[src/rtl/pipe_stage_reg.sv]
// rtl/pipe_stage_reg.sv - valid/ready pipeline register for the EX/MEM control and result fields
// Define PIPE_STAGE_SKID_EN to add a second (skid) entry and a registered in_ready.
module pipe_stage_reg #(
    parameter int WB_W   = 1,
    parameter int M_W    = 2,
    parameter int DATA_W = 32,
    parameter int REG_W  = 5
) (
    input  logic              clk,
    input  logic              rst,
    input  logic              flush,
    input  logic              in_valid,
    output logic              in_ready,
    input  logic [WB_W-1:0]   WB_in,
    input  logic [M_W-1:0]    M_in,
    input  logic [DATA_W-1:0] ALUresult_in,
    input  logic [REG_W-1:0]  write_register_in,
    output logic              out_valid,
    input  logic              out_ready,
    output logic [WB_W-1:0]   WB_out,
    output logic [M_W-1:0]    M_out,
    output logic [DATA_W-1:0] ALUresult_out,
    output logic [REG_W-1:0]  write_register_out
);

    logic [WB_W-1:0] wb_cap;
    logic            capture;
    logic            rel;

    // A write to register 0 must never reach the register file.
    assign wb_cap  = (write_register_in == '0) ? '0 : WB_in;
    assign capture = in_valid && in_ready;
    assign rel     = out_valid && out_ready;

`ifdef PIPE_STAGE_SKID_EN
    logic              skid_valid;
    logic [WB_W-1:0]   skid_wb;
    logic [M_W-1:0]    skid_m;
    logic [DATA_W-1:0] skid_alu;
    logic [REG_W-1:0]  skid_reg;

    // skid_valid is a flop, so in_ready has no path from out_ready.
    assign in_ready = !skid_valid;

    always_ff @(posedge clk or posedge rst) begin
        if (rst) begin
            out_valid          <= 1'b0;
            WB_out             <= '0;
            M_out              <= '0;
            ALUresult_out      <= '0;
            write_register_out <= '0;
            skid_valid         <= 1'b0;
            skid_wb            <= '0;
            skid_m             <= '0;
            skid_alu           <= '0;
            skid_reg           <= '0;
        end else if (flush) begin
            out_valid  <= 1'b0;
            WB_out     <= '0;
            M_out      <= '0;
            skid_valid <= 1'b0;
        end else if (rel && skid_valid) begin
            out_valid          <= 1'b1;
            WB_out             <= skid_wb;
            M_out              <= skid_m;
            ALUresult_out      <= skid_alu;
            write_register_out <= skid_reg;
            skid_valid         <= 1'b0;
        end else if (capture && (rel || !out_valid)) begin
            out_valid          <= 1'b1;
            WB_out             <= wb_cap;
            M_out              <= M_in;
            ALUresult_out      <= ALUresult_in;
            write_register_out <= write_register_in;
        end else if (capture) begin
            skid_valid <= 1'b1;
            skid_wb    <= wb_cap;
            skid_m     <= M_in;
            skid_alu   <= ALUresult_in;
            skid_reg   <= write_register_in;
        end else if (rel) begin
            out_valid <= 1'b0;
            WB_out    <= '0;
            M_out     <= '0;
        end
    end
`else
    assign in_ready = out_ready || !out_valid;

    always_ff @(posedge clk or posedge rst) begin
        if (rst) begin
            out_valid          <= 1'b0;
            WB_out             <= '0;
            M_out              <= '0;
            ALUresult_out      <= '0;
            write_register_out <= '0;
        end else if (flush) begin
            out_valid <= 1'b0;
            WB_out    <= '0;
            M_out     <= '0;
        end else if (capture) begin
            out_valid          <= 1'b1;
            WB_out             <= wb_cap;
            M_out              <= M_in;
            ALUresult_out      <= ALUresult_in;
            write_register_out <= write_register_in;
        end else if (rel) begin
            // Bubble: control fields go to zero, data fields keep their last value.
            out_valid <= 1'b0;
            WB_out    <= '0;
            M_out     <= '0;
        end
    end
`endif

endmodule
[config.mk]
export PLATFORM = sky130hd
export DESIGN_NAME = pipe_stage_reg
export DESIGN_NICKNAME = d
export VERILOG_FILES = /design/src/rtl/pipe_stage_reg.sv
export SDC_FILE = /design/constraint.sdc
export NUM_CORES = 1
export LEC_CHECK = 0
export CELL_PAD_IN_SITES_DETAIL_PLACEMENT = 1
export CELL_PAD_IN_SITES_GLOBAL_PLACEMENT = 2
export CORE_ASPECT_RATIO = 1.25
export CORE_MARGIN = 3
export CORE_UTILIZATION = 34
export DETAILED_ROUTE_END_ITERATION = 8
export DONT_BUFFER_PORTS = 1
export MAX_ROUTING_LAYER = met4
export PLACE_DENSITY = 0.83
export SYNTH_ARGS = -nofsm -noshare
export SYNTH_HDL_FRONTEND = slang
export SYNTH_SLANG_ARGS = --single-unit
export TNS_END_PERCENT = 30
[constraint.sdc]
create_clock -name clk -period 1.3 [get_ports clk]
set_input_delay 0.26 -clock clk [delete_from_list [all_inputs] [get_ports clk]]
set_output_delay 0.26 -clock clk [all_outputs]
set_load 0.05 [all_outputs]
==> results of run 1 <==
==> worst max-delay path by stage <==
stage	startpoint	to	slack, ns	cells past startpoint
final	out_valid	ALUresult_out[8]	-0.24	5
after global routing	out_valid	ALUresult_out[16]	-0.28	5
after CTS	out_valid	ALUresult_out[30]	-0.24	4
after detailed placement	out_valid	ALUresult_out[30]	-0.21	4
after global placement	out_valid	ALUresult_out[7]	-0.13	4
after floorplan	out_valid	ALUresult_out[10]	-0.27	4
==> kinds of logic after synthesis <==
group | Yosys count | share of synthesized area, %
simple gates | 8 | 3.71
mux | 37 | 26.3
buf+inv | 6 | 3.31
compound gates | 4 | 2.05
flops | 41 | 64.7
==> metal layers <==
layer	part of all wire, %	GRT usage, %	up-vias
met5	0	-	-
met4	1.6	6.69	0
met3	9.2	4.06	6
met2	52	21.7	54
met1	37	13.9	501
li1	-	-	438
==> power by group <==
part           switching (uW)  leakage (uW)  internal [uW]
sequential                135      0.000487           1480
clock                     396     0.0000410            365
combinational             943      0.000495            515
==> registers in the layout, indices dropped and copies added (netlist names) <==
name	count
write_register_out	5
out_valid	1
ALUresult_out	32
M_out	2
WB_out	1
==> stage by stage <==
step                      TNS (ns)  setup WS, ns
after floorplan             -10.60        -0.273
after global placement       -4.95        -0.132
after detailed placement     -7.62        -0.209
after CTS                    -8.55        -0.236
after global routing         -9.89        -0.278
final                        -8.25        -0.239
==> Yosys cell counts <==
master | count | area share [%]
dfrtp_1 | 41 | 65
mux2_2 | 34 | 24
buf_6 | 4 | 2.8
mux2_1 | 3 | 2.1
nor2_1 | 3 | 0.71
a22o_1 | 2 | 1.1
inv_1 | 2 | 0.47
a21oi_1 | 1 | 0.32
a32o_1 | 1 | 0.63
nand2_1 | 1 | 0.24
nor2b_4 | 1 | 0.87
nor3_1 | 1 | 0.32
nor3b_4 | 1 | 1.2
or2_2 | 1 | 0.39
==> worst max-delay path, cell delays in order, from the launching register on <==
cell and delay (ns):
dfrtp_2 0.41, nor2b_4 0.14, nor3b_4 0.19, buf_6 0.17, clkbuf_16 0.17, mux2_2 0.34
==> cell type report <==
cell class | instances | area (sq um) | share of cell area (%)
Inverter | 2 | 10.0 | 0.457
Multi-Input combinational cell | 49 | 572 | 26.1
Tap cell | 58 | 72.6 | 3.31
Sequential cell | 41 | 1030 | 46.9
Clock buffer | 6 | 72.6 | 3.31
Timing Repair Buffer | 49 | 433 | 19.7
Clock inverter | 1 | 5.00 | 0.228
==> placed cells by master (no fill, tap or decap), drive strengths merged, types with 2 or more instances in the layout <==
cell,count
buf,46
dfrtp,41
mux2,37
clkbuf,8
nor2,3
a22o,2
inv,2
==> timing repair <==
item | in CTS | in global routing
gates cloned | 0 | 3
hold buffers | 1 | 0
resized for setup | 5 | 17
hold endpoints to repair | 41 | 0
pin swaps | 0 | 1
setup endpoints to repair | 41 | 41
buffers inserted | 0 | 1
==> flow_summary.yaml, run 1 <==
sta:
  rsz0062_at_grt: "true"
  slew_headroom_pct: 66.1
  fin_skew_ns: 0.0103
  setup_viol: 41
  report.final.slew_viol_count: 0
  max_slew.worst_pin.slew_ns: 0.508
  max_freq_mhz: 650
  hold_violations: 0
  fin_crit_ns: 1.54
  fin_crit_sh_pct: 118
  worst_hold_slack_ns: 0.0295
  worst_slack_ns: -0.239
layout:
  fin_area_sq_mm: 0.00219
  final_cells: 206
  fillCellCount: 458
  area_delta_synth_final_pct: 38.2
  final_util_pct: 49.2
  antenna_cells: 0
  drive_above_1_share_pct: 63.5
  finalNetCount: 193
cts:
  cts_root_buf: "clkbuf_8"
  clk_latency_ns: 0.29
  clockBufferDepth: 2
  htreeDepth: 2
  path_clk_slew_ns: 0.08
  numCtsBuffers: 5
  clock_sinks: 41
  cts_tree: "done"
power_and_ir_drop:
  p_leak_uw: 0.00102
  power_density_mw_per_mm2: 1750
  power_uw: 3830
  ir_drop_mv: 0.685
detailed_routing:
  wl_per_cell_um: 19.2
  dr_total_vias: 999
  viasPerCell: 4.85
  ant_nets: 0
  drtIter0Drc: 39
  drtPass1Iterations: 2
  route.detailed.drc: 0
  routed_wl_mm: 3.95
worst_hold_path:
  holdCritPathClass: "input port to flop"
  whs_path_depth: 1
  holdPathEnd: "out_valid"
  hp-start: "flush"
place:
  place_hpwl_mm: 2.71
  placedCellCount: 194
  port_buffers: 0
  placed_cell_area_sq_mm: 0.00196
  gp_congestion: 0.699
floorplanning:
  die_h_um: 82.4
  core-area_sq_mm: 0.00446
  die_w_um: 67.1
  rows: 27
  initial_core_util_pct: 35.6
  ios: 87
  dieArea_sq_mm: 0.00553
worst_setup_path:
  worstPathArrival_ns: 1.70
  crit_path_start_kind: "flop"
  r2r_end: "ALUresult_out[8]"
  reg2regPathDepth: 5
  r2r-start: "out_valid"
  rrSetupSlack_ns: -0.24
  path_class: "flop to flop"
  critPathRequiredTime_ns: 1.46
  crit_fanout: 10
  endpoint_kind: "flop"
synth:
  syn_area_sq_mm: 0.00159
  ys_seq_area_share_pct: 64.7
  ys_seq_elements: 41
  netlist_instances: 96
  yosysWarnings: 0
  synth_nets: 141
  synth_cell_types: 14
  avgSynthCellArea_sq_um: 16.5
grt:
  grt_pass1_wl_mm: 5.15
  track_usage_pct: 13.1
  antenna_found_initial: 0
  grt_max_degree: 41
  first_global_vias: 1035
  grt.overflow.total: 0
status:
  status: "finished with violations"
  violations: "setup timing"
job:
  cap_violations: 0
Power figures use the tool's default switching activity.
==> inputs of run 2 (changes only) <==
--- a/config.mk
+++ b/config.mk
@@ -12,7 +12,6 @@
 export CORE_UTILIZATION = 34
 export DETAILED_ROUTE_END_ITERATION = 8
 export DONT_BUFFER_PORTS = 1
-export MAX_ROUTING_LAYER = met4
 export PLACE_DENSITY = 0.83
 export SYNTH_ARGS = -nofsm -noshare
 export SYNTH_HDL_FRONTEND = slang
==> flow_summary.yaml, run 2 (synthesis gave the netlist of run 1 again) <==
layout:
  finalNetCount: 193
  final_common_cell: "buf_4"
  final_cells: 206
  area_delta_synth_final_pct: 38.4
  reg_top3: "ALUresult_out (32), write_register_out (5), M_out (2)"
  antenna_cells: 0
  fillCellCount: 457
  largest_register: "ALUresult_out"
  most-common-layout-cells: "buf_4, dfrtp_1, mux2_2, mux2_4, clkbuf_8"
  drive_above_1_share_pct: 63.5
  largest_register_ff_count: 32
sta:
  slew_headroom_pct: 66.1
  fin_crit_sh_pct: 119
  worst_slack_ns: -0.241
  fin_skew_ns: 0.0104
  worst_hold_slack_ns: 0.0295
  setup_viol: 41
  rsz0062_at_grt: "true"
  report.final.slew_viol_count: 0
  max_slew.worst_pin.slew_ns: 0.509
  max_freq_mhz: 649
  hold_violations: 0
  fin_crit_ns: 1.54
power_and_ir_drop:
  power_uw: 3830
  ir_drop_mv: 0.685
  p_leak_uw: 0.00103
  power_density_mw_per_mm2: 1750
worst_setup_path:
  critPathRequiredTime_ns: 1.46
  critPathBufInv: 2
  rrSetupSlack_ns: -0.24
  path_class: "flop to flop"
  slowest_delay_ns: 0.41
  crit_fanout: 10
  crit_path_start_kind: "flop"
  critPathTopFamily: "flip-flops"
  endpoint_kind: "flop"
  cpMaxStageDelayCell: "dfrtp_2"
  path_cells: "nor2b_4, nor3b_4, buf_6, clkbuf_16, mux2_2"
  worstPathArrival_ns: 1.70
floorplanning:
  dieArea_sq_mm: 0.00553
  initial_core_util_pct: 35.6
  die_w_um: 67.1
  rows: 27
  core-area_sq_mm: 0.00446
  die_h_um: 82.4
  ios: 87
place:
  placedCellCount: 194
  port_buffers: 0
  gp_congestion: 0.691
  place_hpwl_mm: 2.71
worst_hold_path:
  holdCritPathClass: "input port to flop"
job:
  cap_violations: 0
status:
  status: "finished with violations"
  violations: "setup timing"
detailed_routing:
  viasPerCell: 4.83
  wl_per_cell_um: 19.0
  routed_wl_mm: 3.92
  ant_nets: 0
  drtIter0Drc: 34
  drtPass1Iterations: 2
  dr_total_vias: 994
  route.detailed.drc: 0
grt:
  grt_pass1_wl_mm: 5.15
  grt.overflow.total: 0
  grt_max_degree: 41
  antenna_found_initial: 0
  first_global_vias: 1021
  track_usage_pct: 12.7
cts:
  cts_root_buf: "clkbuf_8"
  clk_latency_ns: 0.28
  clockBufferDepth: 2
  path_clk_slew_ns: 0.08
  cts_tree: "done"
  htreeDepth: 2
  numCtsBuffers: 5
  clock_sinks: 41
-- run 2: cell counts in the layout (fill, tap and decap cells not counted) --
No cell type changed its count.
-- run 2: final cells by class --
type	count	area, sq um	area share, %
multi-input combinational	49	576	26.2
clock buffer	6	72.6	3.30
inverter	2	10.0	0.456
tap	58	72.6	3.30
clock inverter	1	5.00	0.228
sequential	41	1030	46.8
timing repair buffer	49	433	19.7
-- run 2: report_power, final --
| group | internal, uW | switching [uW] |
|---|---|---|
| combinational | 518 | 942 |
| sequential | 1480 | 134 |
| clock | 365 | 395 |
| total | 2360 | 1470 |
-- run 2: path summary, 6_finish.rpt --
path,to,startpoint,cells after the start
max,ALUresult_out[31],out_valid,5
min,out_valid,flush,1
max reg2reg,ALUresult_out[31],out_valid,5
min reg2reg,write_register_out[1],write_register_out[1],1
max in group asynchronous,ALUresult_out[26],rst,3
min in group asynchronous,ALUresult_out[7],rst,3
-- run 2: stage by stage --
step                      setup slack [ns]  cell area (sq um)  TNS [ns]  utilization, %
after detailed placement            -0.209               1960     -7.62            43.9
after floorplan                     -0.273               1590    -10.60               -
after global routing                -0.274               2200     -9.98            49.2
after CTS                           -0.236               2060     -8.55            46.2
final                               -0.241               2200     -8.31            49.2
after global placement              -0.132               1960     -4.95            43.9
-- run 2: metal layers --
layer	routed length [um]	vias to the layer above	global-route usage (%)
met2	2030	53	21.7
li1	-	437	-
met3	380	5	4.60
met1	1430	499	13.6
met5	0	-	0
met4	74	0	6.69
-- run 2: timing repair --
item                                    CTS  global route
pin swaps                                 0             1
resized for setup                         5            18
hold buffers                              1             0
setup buffers                             0             1
endpoints found under the setup margin   41            41
cloned                                    0             3
endpoints found under the hold margin    41             0
